===== config.mk =====
export PLATFORM = sky130hd
export DESIGN_NAME = bayer_to_gray_flat
export DESIGN_NICKNAME = d
export VERILOG_FILES = /design/src/rtl/bayer_to_gray_pkg.sv /design/src/rtl/bayer_to_gray_if.sv /design/src/rtl/bayer_to_gray_pair_line_buffer.sv /design/src/rtl/bayer_to_gray.sv /design/src/flat_wrapper.sv
export SDC_FILE = /design/constraint.sdc
export NUM_CORES = 2
export LEC_CHECK = 0
export CAP_MARGIN = 0
export CORE_ASPECT_RATIO = 0.9
export CORE_UTILIZATION = 40
export CTS_BUF_LIST = sky130_fd_sc_hd__clkbuf_8
export DETAILED_ROUTE_END_ITERATION = 10
export SYNTH_ARGS = -nofsm -noshare
export SYNTH_HDL_FRONTEND = slang
export SYNTH_HIERARCHICAL = 1
export SYNTH_MEMORY_MAX_BITS = 65536
export SYNTH_SLANG_ARGS = --single-unit

===== constraint.sdc =====
create_clock -name i_clk -period 14.2 [get_ports i_clk]
set_input_delay 1.42 -clock i_clk [delete_from_list [all_inputs] [get_ports i_clk]]
set_output_delay 1.42 -clock i_clk [all_outputs]
set_load 0.02 [all_outputs]

===== src/rtl/bayer_to_gray_pkg.sv =====
// Shared types and widths for the Bayer-to-gray converter.
//   state_t : row-tracking FSM states
//   PAIR_W  : width of a two-pixel sum at the default pixel width
//   QUAD_W  : width of a four-pixel sum at the default pixel width
//   col_w() : column counter width for a given row length
package bayer_pkg;

    typedef enum logic [1:0] {
        IDLE     = 2'd0,
        EVEN_ROW = 2'd1,
        ODD_ROW  = 2'd2
    } state_t;

    localparam int unsigned DATA_WIDTH_DEF = 12;
    localparam int unsigned PAIR_W         = DATA_WIDTH_DEF + 1;
    localparam int unsigned QUAD_W         = DATA_WIDTH_DEF + 2;

    function automatic int unsigned col_w(input int unsigned img_width);
        return $clog2(img_width);
    endfunction

endpackage


===== src/rtl/bayer_to_gray_if.sv =====
// Pixel stream bundle between the capture path, the converter and the Sobel stage.
//   i_val_valid/i_val/i_sof : raw Bayer pixels into the converter
//   o_val_valid/o_val/o_sof : gray pixels out of the converter
//   slave  : converter view;  master : driver/consumer view
interface bayer_to_gray_if #(
    parameter int unsigned DATA_WIDTH = 12
) ();
    logic                  i_val_valid;
    logic [DATA_WIDTH-1:0] i_val;
    logic                  i_sof;
    logic                  o_val_valid;
    logic [DATA_WIDTH-1:0] o_val;
    logic                  o_sof;

    modport slave (
        input  i_val_valid, i_val, i_sof,
        output o_val_valid, o_val, o_sof
    );

    modport master (
        output i_val_valid, i_val, i_sof,
        input  o_val_valid, o_val, o_sof
    );
endinterface


===== src/rtl/bayer_to_gray_pair_line_buffer.sv =====
// One-row store of even-row pair sums; simple dual-port RAM.
//   i_clk                          : clock
//   i_wr_en/i_wr_addr/i_wr_data    : synchronous write port
//   i_rd_en/i_rd_addr -> o_rd_data : registered read, 1-cycle latency, held until next read
module pair_line_buffer #(
    parameter int unsigned DEPTH = 320,
    parameter int unsigned WIDTH = 13,
    parameter int unsigned AW    = $clog2(DEPTH)
) (
    input  logic             i_clk,
    input  logic             i_wr_en,
    input  logic [AW-1:0]    i_wr_addr,
    input  logic [WIDTH-1:0] i_wr_data,
    input  logic             i_rd_en,
    input  logic [AW-1:0]    i_rd_addr,
    output logic [WIDTH-1:0] o_rd_data
);

    logic [WIDTH-1:0] r_mem [DEPTH];
    logic [WIDTH-1:0] r_rd_data;

    // No reset so the array maps onto block RAM
    always_ff @(posedge i_clk) begin
        if (i_wr_en) begin
            r_mem[i_wr_addr] <= i_wr_data;
        end
        if (i_rd_en) begin
            r_rd_data <= r_mem[i_rd_addr];
        end
    end

    assign o_rd_data = r_rd_data;

endmodule


===== src/rtl/bayer_to_gray.sv =====
// Averages each 2x2 Bayer quad into one gray pixel (half resolution).
//   i_clk, i_rst_n : clock, async active-low reset
//   bus (slave)    : raw pixels in (i_val_valid/i_val/i_sof),
//                    gray pixels out (o_val_valid/o_val/o_sof)
module bayer_to_gray
    import bayer_pkg::*;
#(
    parameter int unsigned DATA_WIDTH = 12,
    parameter int unsigned IMG_WIDTH  = 640
) (
    input  logic            i_clk,
    input  logic            i_rst_n,
    bayer_to_gray_if.slave  bus
);

    localparam int unsigned CW = col_w(IMG_WIDTH);
    localparam int unsigned AW = CW - 1;
    // Package widths track the default pixel width; rescale for overrides
    localparam int unsigned PW = PAIR_W + DATA_WIDTH - DATA_WIDTH_DEF;
    localparam int unsigned QW = QUAD_W + DATA_WIDTH - DATA_WIDTH_DEF;
    localparam logic [CW-1:0] COL_LAST = CW'(IMG_WIDTH - 1);

    state_t                r_state;
    logic [CW-1:0]         r_col;
    logic [DATA_WIDTH-1:0] r_hold;
    logic                  r_sof_pend;
    logic                  r_out_valid;
    logic [DATA_WIDTH-1:0] r_out_val;
    logic                  r_out_sof;

    logic                  w_restart;
    logic                  w_step;
    logic                  w_odd_col;
    logic                  w_wrap;
    logic                  w_wr_en;
    logic                  w_rd_en;
    logic [AW-1:0]         w_addr;
    logic [PW-1:0]         w_pair;
    logic [PW-1:0]         w_rd_data;
    logic [QW-1:0]         w_sum;

    assign w_restart = bus.i_val_valid & bus.i_sof;
    assign w_step    = bus.i_val_valid & ~bus.i_sof;
    assign w_odd_col = r_col[0];
    assign w_wrap    = (r_col == COL_LAST);
    assign w_wr_en   = w_step && (r_state == EVEN_ROW) && w_odd_col;
    assign w_rd_en   = w_step && (r_state == ODD_ROW) && !w_odd_col;
    assign w_addr    = r_col[CW-1:1];
    assign w_pair    = PW'(r_hold) + PW'(bus.i_val);
    assign w_sum     = QW'(w_rd_data) + QW'(r_hold) + QW'(bus.i_val);

    pair_line_buffer #(
        .DEPTH (IMG_WIDTH / 2),
        .WIDTH (PW),
        .AW    (AW)
    ) u_line_buf (
        .i_clk     (i_clk),
        .i_wr_en   (w_wr_en),
        .i_wr_addr (w_addr),
        .i_wr_data (w_pair),
        .i_rd_en   (w_rd_en),
        .i_rd_addr (w_addr),
        .o_rd_data (w_rd_data)
    );

    // Row FSM, column counter, hold register and output register
    always_ff @(posedge i_clk or negedge i_rst_n) begin
        if (!i_rst_n) begin
            r_state     <= IDLE;
            r_col       <= '0;
            r_hold      <= '0;
            r_sof_pend  <= 1'b0;
            r_out_valid <= 1'b0;
            r_out_val   <= '0;
            r_out_sof   <= 1'b0;
        end else begin
            r_out_valid <= 1'b0;
            r_out_sof   <= 1'b0;
            if (w_restart) begin
                // SOF pixel is column 0 of an even row; any partial data is dropped
                r_state    <= EVEN_ROW;
                r_col      <= CW'(1);
                r_hold     <= bus.i_val;
                r_sof_pend <= 1'b1;
            end else if (w_step && (r_state != IDLE)) begin
                r_col <= w_wrap ? '0 : r_col + CW'(1);
                if (!w_odd_col) begin
                    r_hold <= bus.i_val;
                end
                if (w_wrap) begin
                    r_state <= (r_state == EVEN_ROW) ? ODD_ROW : EVEN_ROW;
                end
                if ((r_state == ODD_ROW) && w_odd_col) begin
                    r_out_valid <= 1'b1;
                    r_out_val   <= DATA_WIDTH'(w_sum >> 2);
                    r_out_sof   <= r_sof_pend;
                    r_sof_pend  <= 1'b0;
                end
            end
        end
    end

    assign bus.o_val_valid = r_out_valid;
    assign bus.o_val       = r_out_val;
    assign bus.o_sof       = r_out_sof;

endmodule

===== src/flat_wrapper.sv =====
// flat-port wrapper written by rule: the top's interface ports become plain ports
module bayer_to_gray_flat import bayer_pkg::*;
#(
    parameter int unsigned DATA_WIDTH = 12,
    parameter int unsigned IMG_WIDTH  = 640
)
  (i_clk, i_rst_n, bus_i_val_valid, bus_i_val, bus_i_sof, bus_o_val_valid, bus_o_val, bus_o_sof);
  bayer_to_gray_if #(.DATA_WIDTH(DATA_WIDTH)) bus_i ();
  input  logic i_clk;
  input  logic i_rst_n;
  input wire logic [$bits(bus_i.i_val_valid)-1:0] bus_i_val_valid;
  input wire logic [$bits(bus_i.i_val)-1:0] bus_i_val;
  input wire logic [$bits(bus_i.i_sof)-1:0] bus_i_sof;
  output wire logic [$bits(bus_i.o_val_valid)-1:0] bus_o_val_valid;
  output wire logic [$bits(bus_i.o_val)-1:0] bus_o_val;
  output wire logic [$bits(bus_i.o_sof)-1:0] bus_o_sof;
  assign bus_i.i_val_valid = bus_i_val_valid;
  assign bus_i.i_val = bus_i_val;
  assign bus_i.i_sof = bus_i_sof;
  assign bus_o_val_valid = bus_i.o_val_valid;
  assign bus_o_val = bus_i.o_val;
  assign bus_o_sof = bus_i.o_sof;
  bayer_to_gray #(.DATA_WIDTH(DATA_WIDTH), .IMG_WIDTH(IMG_WIDTH)) u_core (.i_clk(i_clk), .i_rst_n(i_rst_n), .bus(bus_i));
endmodule

==> results.sh <==
export IMPL_cts_made_buffers=648
export IMPL_num_vias=82500
export IMPL_ys_types=71
export IMPL_placedCellCount=13200
export IMPL_crit_type="register to register"
export IMPL_r2r_slack_ps=8110
export IMPL_gp_congestion=0.812
export IMPL_drt_first_pass_iters=6
export IMPL_ys_warn_count=6
export IMPL_drive_gt1_frac=0.220
export IMPL_rsz0062_at_grt="false"
export IMPL_synth_async_reset_ratio=0.00926
export IMPL_min_period_ps=6090
export IMPL_power_leakage_nw=56.1
export IMPL_die_h_um=609
export IMPL_grt_pass1_wl_um=597000
export IMPL_dieWidth_um=676
export IMPL_dieArea_um2=412000
export IMPL_grt_max_degree=189
export IMPL_dp_slack_ps=7560
export IMPL_drt_iter0_markers=10300
export IMPL_ys_seq_elements=4212
export IMPL_use_met1=0.296
export IMPL_antenna_found_initial=22
export IMPL_min_path_type="input port to async pin"
export IMPL_syn_area_um2=164000
export IMPL_via_per_inst=5.77
export IMPL_ys_seq_area_frac=0.772
export IMPL_io_pins=30
export IMPL_fin_setup_tns_ps=0
export IMPL_routedWlPerCell_um=29.3
export IMPL_dpl_instance_area_um2=171000
export IMPL_avgSynthCellArea_um2=20.7
export IMPL_worstPathRequired_ps=15000
export IMPL_final_common_cell="edfxtp_1"
export IMPL_violations="capacitance limit, slew limit"
export IMPL_r2r_end="u_core/u_line_buf/r_mem[16][3]"
export IMPL_final_area_um2=182000
export IMPL_start_util=0.402
export IMPL_drc_errors=0
export IMPL_post_cts_setup_buffers=0
export IMPL_cts_clk_slew_worst_paths_ps=60
export IMPL_core_um2=407000
export IMPL_syn_num_nets=7947
export IMPL_worst_pin_slew_ps=1510
export IMPL_cts_root_buffer="clkbuf_8"
export IMPL_vdd_drop_max_mv=0.201
export IMPL_timing_rr_start="u_core/r_col[5]"
export IMPL_grt_pass1_vias=81900
export IMPL_max_freq_mhz=164
export IMPL_fin_crit_sh=0.429
export IMPL_io_buffers=29
export IMPL_clock_latency_ps=1220
export IMPL_arrival_ps=6900
export IMPL_grt_use_met3=0.0361
export IMPL_worstPathMaxFanout=53
export IMPL_maxCapViolations=2
export IMPL_relSlewSlack=-0.0129
export IMPL_fin_worst_skew_ps=67.6
export IMPL_ant_nets=0
export IMPL_cts_buffer_depth=4
export IMPL_final_cells=14300
export IMPL_postSynthCellCount=7894
export IMPL_final_cell_mix="4173 x edfxtp_1, 780 x mux2i_1, 702 x mux4_2, 654 x clkbuf_8, 329 x buf_4"
export IMPL_cts_tree="built"
export IMPL_synth_edf_count=4173
export IMPL_routed_wl_um=419000
export IMPL_postLayoutCoreUtil=0.449
export IMPL_area_growth_pct=11.5
export IMPL_nFillCells=34200
export IMPL_top_usage_layer="met2"
export IMPL_grtUsageTotal=0.198
export IMPL_crit_path_end="u_core/u_line_buf/r_mem[16][3]"
export IMPL_crit_path_start_kind="register"
export IMPL_h_tree_depth=6
export IMPL_use_met2=0.299
export IMPL_setup_violations_final=0
export IMPL_gr_total_overflow=0
export IMPL_cts_sinks=4212
export IMPL_status="finished with violations"
export IMPL_nets=8495
export IMPL_dpl_hpwl_um=243000
export IMPL_num_rows=222
export IMPL_hold_buffers=0
export IMPL_endpoint_kind="register"
export IMPL_crit_start="u_core/r_col[5]"
export IMPL_finalHoldViolations=0
export IMPL_cellPowerDensity_nw_per_um2=167
export IMPL_slew_viol_final=2
export IMPL_post_cts_resized=0
export IMPL_reg2regPathDepth=5
export IMPL_fin_ws_ps=8110
export IMPL_ys_flop_type="edfxtp_1"
[critical path: stages, from the launching register on]
cell	delay, ps
dfrtp_4	970
buf_4	740
buf_4	620
nor2b_1	1030
nand2_1	960
nor2_1	1270
[synthesized netlist by cell type (17+ instances only)]
master / number / share of area
edfxtp_1: 4173 / 0.77
mux2i_1: 780 / 0.048
mux4_2: 702 / 0.097
nor2_1: 350 / 0.0080
clkbuf_1: 236 / 0.0054
a22oi_1: 208 / 0.0095
o21ai_0: 162 / 0.0050
a221oi_1: 130 / 0.0070
nand3_1: 119 / 0.0036
o22ai_1: 108 / 0.0041
nand2_1: 92 / 0.0021
buf_2: 72 / 0.0022
a21oi_1: 67 / 0.0020
buf_4: 64 / 0.0029
buf_6: 63 / 0.0043
nand4_1: 45 / 0.0017
o211ai_1: 44 / 0.0020
dfrtp_1: 39 / 0.0060
nor4_1: 30 / 0.0011
o221ai_1: 26 / 0.0014
buf_8: 24 / 0.0022
ha_1: 24 / 0.0018
nor3_1: 20 / 0.00061
a41oi_1: 19 / 0.0010
a31oi_1: 18 / 0.00069
and3_1: 17 / 0.00065
buf_1: 17 / 0.00039
nand4b_1: 17 / 0.00091
[where the power goes]
group,switching [mW],internal [mW],leakage [nW]
Sequential,0.0728,15.5,38.0
Clock,4.71,4.42,6.61
Combinational,3.97,1.74,11.4
Total,8.76,21.7,56.1
[per-layer routing]
layer  vias to the layer above  wire, um
li1                      34200         -
met1                     43900    182000
met2                      3816    190000
met3                       630     37000
met4                         6      9890
met5                         -        33
[how the worst min path moves through the flow]
stage / from / to / cells after the start
floorplan: u_core/r_sof_pend / u_core/bus.o_sof / 2
global placement: u_core/bus.o_val[0] / u_core/bus.o_val[0] / 2
detailed placement: u_core/bus.o_val[1] / u_core/bus.o_val[1] / 2
CTS: i_rst_n / u_core/bus.o_val[2] / 2
global route: i_rst_n / u_core/bus.o_val[4] / 2
finish: i_rst_n / u_core/bus.o_val[11] / 2
[cell families after synthesis]
group	Yosys count	synth area share
compound gates	875	0.0379
xor+xnor	25	0.00134
fa+ha+maj	37	0.00342
buf+inv	491	0.0185
flops	4212	0.772
mux	1495	0.145
simple gates	759	0.0220
[metrics by stage]
| stage | hold slack, ps | total power [mW] |
|---|---|---|
| finish | 300 | 30.4 |
| global route | 313 | 31.5 |
| CTS | 223 | 30.7 |
| detailed placement | 480 | 21.6 |
| global placement | 464 | 21.4 |
| floorplan | 457 | 20.4 |
[registers in the layout, indices dropped and copies added, names as in the netlist]
signal                       flops
u_core/bus.o_sof                 1
u_core/r_sof_pend                1
u_core/r_hold                   12
u_core/bus.o_val_valid           1
u_core/r_state                   2
u_core/u_line_buf/r_mem       4160
u_core/u_line_buf/o_rd_data     13
u_core/r_col                    10
u_core/bus.o_val                12
[cell type report]
cell class	count	area, um^2	share of cell area
Clock buffer	654	9000	0.0493
Inverter	8	35.0	0.000192
Timing Repair Buffer	381	3210	0.0176
Multi-Input combinational cell	3191	34700	0.190
Tap cell	5376	6730	0.0369
Antenna cell	7	17.5	0.0000960
Clock inverter	477	2420	0.0133
Sequential cell	4212	126000	0.692
No activity file was read; power rests on OpenSTA's default activity.
